===== config.mk =====
export PLATFORM = sky130hd
export DESIGN_NAME = sseg_stopwatch
export DESIGN_NICKNAME = d
export VERILOG_FILES = /design/src/rtl/sseg_stopwatch.sv
export SDC_FILE = /design/constraint.sdc
export NUM_CORES = 1
export LEC_CHECK = 0
export BUFFER_PORTS_ARGS = -buffer_cell sky130_fd_sc_hd__buf_2
export CORE_MARGIN = 2
export CORE_UTILIZATION = 55
export CTS_CLUSTER_SIZE = 30
export DETAILED_ROUTE_END_ITERATION = 10
export PLACE_DENSITY = 0.75
export SLEW_MARGIN = 20
export SYNTH_ARGS = -nofsm -noshare
export SYNTH_HDL_FRONTEND = slang
export SYNTH_SLANG_ARGS = --single-unit

===== constraint.sdc =====
create_clock -name clk -period 2.6 [get_ports clk]
set_input_delay 0.52 -clock clk [delete_from_list [all_inputs] [get_ports clk]]
set_output_delay 0.52 -clock clk [all_outputs]
set_load 0.1 [all_outputs]

===== src/rtl/sseg_stopwatch.sv =====
// Centisecond stopwatch (0.00-99.99 s) feeding a four-digit seven-segment controller.
// Start/stop, lap and clear buttons arrive debounced and synchronous to clk.
module sseg_stopwatch #(
   parameter int unsigned TICK_DIV = 1000000
) (
   input  logic        clk,
   input  logic        rst,
   input  logic        start_stop,
   input  logic        lap,
   input  logic        clear,
   output logic [13:0] num,
   output logic [3:0]  dig_en,
   output logic [3:0]  dp_en,
   output logic        running
);

   localparam int unsigned PRE_W   = (TICK_DIV > 1) ? $clog2(TICK_DIV) : 1;
   localparam int unsigned CNT_W   = 14;
   localparam int unsigned CNT_MAX = 9999;
   localparam int unsigned LEAD_MIN = 1000;

   typedef enum logic [1:0] {
      IDLE  = 2'd0,
      RUN   = 2'd1,
      LAP   = 2'd2,
      PAUSE = 2'd3
   } state_t;

   state_t             state;
   state_t             state_nxt;
   logic [CNT_W-1:0]   count;
   logic [CNT_W-1:0]   lap_val;
   logic [PRE_W-1:0]   pre;
   logic               start_stop_q;
   logic               lap_q;
   logic               clear_q;
   logic               armed;
   logic               start_stop_e;
   logic               lap_e;
   logic               clear_e;
   logic               lap_load;
   logic               tick_en;
   logic               tick;

   // Rising-edge detect; the first cycle after reset only samples, so a level
   // already high during reset never counts as a press.
   always_ff @(posedge clk) begin
      if (rst) begin
         start_stop_q <= 1'b0;
         lap_q        <= 1'b0;
         clear_q      <= 1'b0;
         armed        <= 1'b0;
      end else begin
         start_stop_q <= start_stop;
         lap_q        <= lap;
         clear_q      <= clear;
         armed        <= 1'b1;
      end
   end

   assign start_stop_e = armed & start_stop & ~start_stop_q;
   assign lap_e        = armed & lap & ~lap_q;
   assign clear_e      = armed & clear & ~clear_q;

   // State register
   always_ff @(posedge clk) begin
      if (rst) begin
         state <= IDLE;
      end else begin
         state <= state_nxt;
      end
   end

   // Next state: clear beats start_stop beats lap; losers are dropped
   always_comb begin
      state_nxt = state;
      lap_load  = 1'b0;
      if (clear_e) begin
         state_nxt = IDLE;
      end else begin
         case (state)
            IDLE: begin
               if (start_stop_e) state_nxt = RUN;
            end
            RUN: begin
               if (start_stop_e) begin
                  state_nxt = PAUSE;
               end else if (lap_e) begin
                  state_nxt = LAP;
                  lap_load  = 1'b1;
               end
            end
            LAP: begin
               if (start_stop_e) begin
                  state_nxt = PAUSE;
               end else if (lap_e) begin
                  state_nxt = RUN;
               end
            end
            PAUSE: begin
               if (start_stop_e) state_nxt = RUN;
            end
            default: state_nxt = IDLE;
         endcase
      end
   end

   assign tick_en = (state == RUN) || (state == LAP);
   assign tick    = tick_en && (pre == PRE_W'(TICK_DIV - 1));

   // Prescaler, live count and frozen lap value
   always_ff @(posedge clk) begin
      if (rst || clear_e) begin
         pre     <= '0;
         count   <= '0;
         lap_val <= '0;
      end else begin
         if (tick_en) begin
            pre <= tick ? '0 : pre + PRE_W'(1);
         end
         if (tick) begin
            count <= (count == CNT_W'(CNT_MAX)) ? '0 : count + CNT_W'(1);
         end
         if (lap_load) begin
            lap_val <= count;
         end
      end
   end

   // Display outputs straight from the registers
   always_comb begin
      num     = count;
      running = 1'b0;
      dp_en   = 4'b0100;
      if (state == LAP) begin
         num = lap_val;
      end
      if (tick_en) begin
         running = 1'b1;
      end
      dig_en = {(num >= CNT_W'(LEAD_MIN)), 3'b111};
   end

endmodule


Yosys cells after proc, flatten, opt, wreduce, memory -nomap -nowiden. Cells that the tools add are included.

Register bits after elaboration: 54. Bits in latches: 0. RAM bits: 0. Memory bits (read-only): 0. Input bits: 5. Output and inout bits: 23. Logic and storage cells: 50. Memories kept: 0.

$add $sub $neg: 2. $mul: 0. Divide/modulo/power cells: 0. Magnitude comparators: 1. Equality and inequality tests: 8. Shifts and indexed selects: 0. Mux-type cells: 15. Bitwise operators: 9. Reductions and logical operators: 7.

Operators by type and width (number): 14-bit 2-to-1 mux (2); 20-bit by 1-bit adder with 20-bit output (second input constant) (1); 20-bit == test (second input constant) (1); 20-bit 2-to-1 mux (1); 14-bit by 1-bit adder with 14-bit output (second input constant) (1); 14-bit == test (second input constant) (1); 14-bit by 10-bit greater-or-equal comparator with 1-bit output (second input constant) (1); 2-bit 2-to-1 mux (5); 1-bit AND (6); 1-bit 2-to-1 mux (6); 3-bit inequality test (second input constant) (2); 2-bit one-hot mux with 3 select lines (1); 2-bit == test (second input constant) (2); 2-bit OR reduction (2); 1-bit NOT (3); 3-bit AND reduction (1); 2-bit by 1-bit == test with 1-bit output (second input constant) (1); 2-bit zero test (1); 1-bit logical OR (2); 2-bit by 1-bit inequality test with 1-bit output (second input constant) (1); 1-bit logical AND (1).

Logic depth before layout (Yosys ltp).
Word-level depth: 6. Depth in mapped cells: 9. Mapped depth without buffers: 7.

Worst setup path after synthesis. No wires, ideal clock.

Kind: register -> output. Start point: reg state[0]. End point: out dig_en[3]. Arrival time: 4.388 ns. Data required time: 2.080 ns. Setup slack: -2.308 ns. Stages on the path, launching flop included: 8. Buffers on the path: 2. Cells stage by stage: dfxtp_1 -> inv_1 -> ha_1 -> clkbuf_1 -> buf_1 -> o21ai_0 -> nor4_1 -> o21ai_0.

Longest elaborated chain between the ends: 3.

Ends and longest elaborated chain: from (decl) (RTL line 29) `state_t state;`; from (signal assigned) (RTL line 70) `state <= state_nxt;`; 2-bit == test (RTL line 135) `if (state == LAP) begin`; 14-bit 2-to-1 mux (RTL line 135); named net num[11] (RTL line 11) `output logic [13:0] num,`; 14-bit by 10-bit greater-or-equal comparator with 1-bit output (RTL line 141) `dig_en = {(num >= CNT_W'(LEAD_MIN)), 3'b111};`; to (decl) (RTL line 12) `output logic [3:0] dig_en,`.

The timed path passes the listed nets, and every way through them passes these cells.

Worst setup path after layout.
Start point: reg state[0]. End point: out dig_en[3].

Longest elaborated chain between the ends: 3.

Ends and longest elaborated chain (RTL line): 2-bit == test (135); 14-bit 2-to-1 mux (135); 14-bit by 10-bit greater-or-equal comparator with 1-bit output (141).

Every way passes these cells.

==> impl_metrics.json <==
{
  "cap_viol_max_count": 0,
  "slew_violations": 0,
  "synth_warnings": 0,
  "critPathCaptureType": "primary output",
  "p_switching_uw": 405,
  "worstMarginPinSlew_ns": 0.577,
  "ff2ff_path_depth": 7,
  "required_ns": 2.08,
  "cts_sinks": 54,
  "postCtsSetupBuffers": 0,
  "cts_resized": 3,
  "cts_hold_buf": 0,
  "status": "finished, final reports clean",
  "async_flop_share_pct": 0,
  "area.growth.synth_to_final_pct": 19.5,
  "die_y_um": 73.4,
  "worstPathArrival_ns": 1.96,
  "first_pass_iters": 4,
  "crit_cells": 7,
  "avgRoutedWirePerCell_um": 14.3,
  "h-tree-depth": 2,
  "p_per_area_nw_per_um2": 465,
  "reg2reg_slack_ns": 0.21,
  "dp_hpwl_um": 3880,
  "fillers": 395,
  "ios": 28,
  "cts_buffers": 5,
  "grt_max_degree": 28,
  "die_area_um2": 5390,
  "crit_path_max_incr_delay_ns": 0.34,
  "syn_inst": 303,
  "num_antenna_cells": 0,
  "postRouteAntennaNets": 0,
  "cp_num_buf_inv": 3,
  "finalNetCount": 336,
  "chipWidth_um": 73.4,
  "place_worst_setup_slack_ns": 0.123,
  "startpoint": "state[0]$_SDFFE_PP0P_",
  "p_comb_share_pct": 12.5,
  "ys_seq_area_share_pct": 40.8,
  "crit_path_end": "dig_en[3]",
  "port_buffers": 20,
  "crit_family": "buffers and inverters",
  "clock_skew_ns": 0.0112,
  "rr_endpoint": "count[13]$_SDFFE_PP0N_",
  "syn-cell-area_um2": 2650,
  "criticalPathCategory": "register to primary output",
  "crit_path_start_kind": "register",
  "routed_wl_um": 5450,
  "remaining_drc_errors": 0,
  "rr_startpoint": "state[0]$_SDFFE_PP0P_",
  "power_uw": 1470,
  "antenna_found_initial": 0,
  "clk_latency_ns": 0.31,
  "critical_path_peak_fanout": 8,
  "initial_utilization_pct": 56.5,
  "ys_types": 43,
  "synth.avg_cell_area_um2": 8.75,
  "cellInternalPower_uw": 1070,
  "hold_viol_final": 0,
  "tritoncts": "built",
  "irDropWorstVdd_mv": 0.328,
  "clk_pin_slew_worst_paths_ns": 0.08,
  "drive_above_1_share_pct": 18.1,
  "synth_edf_count": 0,
  "path_cells": "inv_1 > ha_2 > buf_4 > mux2_4 > o21ai_2 > o21ai_4 > buf_6",
  "ys_ff_latch": 54,
  "tns_ns": 0,
  "grt_pass1_vias": 2061,
  "setup_viol": 0,
  "slowest_stage": "dfxtp_2",
  "grt_pass1_wl_um": 9200,
  "fin_ws_ns": 0.123,
  "dp_cells": 373,
  "leakage_uw": 0.00125,
  "fin_crit_sh_pct": 95.3,
  "grt_overflow": 0,
  "mostFrequentLayoutCells": "dfxtp_1 (53), nor2_1 (48), a21oi_1 (20)",
  "final_cells": 380,
  "min_period_ns": 2.48,
  "mostFrequentLayoutCell": "dfxtp_1",
  "viasPerCell": 5.72,
  "ctsLongestPathBuffers": 2,
  "p_clk_share_pct": 30.1,
  "vias": 2172,
  "place_congestion": 0.818,
  "pwr-share-seq_pct": 57.4,
  "root_buffer": "clkbuf_8",
  "maxSlewHeadroom_pct": 61.1,
  "detail_route.iter0.violations": 118,
  "grt_setup_unrepaired": "false",
  "min_path_type": "input pin to register",
  "grt_usage_pct": 21.7,
  "fmax_ghz": 0.404,
  "core_area_um2": 4690,
  "swShare_pct": 27.5,
  "rows": 25,
  "synth_ff_type": "dfxtp_1"
}
==> power groups by stage <==
stage	clock network [uW]	registers (uW)	logic, uW
floorplan	0	863	162
CTS	454	845	184
global placement	0	863	178
global route	482	847	199
finish	444	845	184
detailed placement	0	864	183
==> area by class of cell <==
class	instances	area [um2]	area share, %
clock buffer	7	76.3	2.41
inverter	8	30.0	0.947
multi-input combinational	227	1520	48.0
sequential	54	1080	34.1
tap	54	67.6	2.13
timing repair buffer	30	392	12.4
==> registers in the layout, summed over array words and instances, names as in the netlist <==
signal,cells
start_stop_q,1
armed,1
pre,20
state,2
clear_q,1
lap_q,1
count,14
lap_val,14
==> cells by family after synthesis <==
logic type	after synthesis	share of synthesized area [%]
and+or+nand+nor	130	26.5
DFF	54	40.8
AOI/OAI and AO/OA	38	7.46
muxes	28	11.2
buffers and inverters	27	5.19
xor gates and xnor gates	19	6.28
adders and majority gates	5	2.36
other	2	0.283
==> synth_stat cells, types with 7 or more instances <==
| library cell | number | area, um2 |
|---|---|---|
| mux2i_1 | 15 | 150 |
| a21oi_1 | 20 | 100 |
| xor2_1 | 11 | 96.3 |
| dfxtp_1 | 54 | 1080 |
| clkbuf_1 | 7 | 26.3 |
| mux2_2 | 13 | 146 |
| inv_1 | 8 | 30.0 |
| nor2_1 | 48 | 180 |
| xnor2_1 | 8 | 70.1 |
| nand2_1 | 15 | 56.3 |
| nand3_1 | 17 | 85.1 |
| o21ai_0 | 14 | 70.1 |
| buf_4 | 7 | 52.6 |
==> worst min-delay path by stage <==
stage / from / slack [ns] / cells after the start / end
finish: rst / 0.41 / 2 / clear_q$_SDFF_PP0_
global route: rst / 0.42 / 2 / clear_q$_SDFF_PP0_
CTS: rst / 0.41 / 2 / clear_q$_SDFF_PP0_
detailed placement: state[1]$_SDFFE_PP0P_ / 0.48 / 2 / state[1]$_SDFFE_PP0P_
global placement: lap_val[0]$_SDFFE_PP0P_ / 0.47 / 2 / lap_val[0]$_SDFFE_PP0P_
floorplan: pre[1]$_SDFFE_PP0P_ / 0.46 / 2 / pre[1]$_SDFFE_PP0P_
==> per-layer routing <==
layer	part of all wire, %	GRT usage (%)
met5	0	0
met4	1.9	7.88
met3	2.6	3.43
met2	51	38.0
met1	45	26.7
==> metrics by stage <==
stage	cell area [um2]	hold WS, ns	util [%]
after floorplan	2740	0.458	-
after global placement	3070	0.469	65.4
after detailed placement	3070	0.485	65.4
after CTS	3160	0.410	67.3
after global routing	3170	0.422	67.5
final	3170	0.413	67.5
Note: power is estimated with default switching activity, not from simulation.
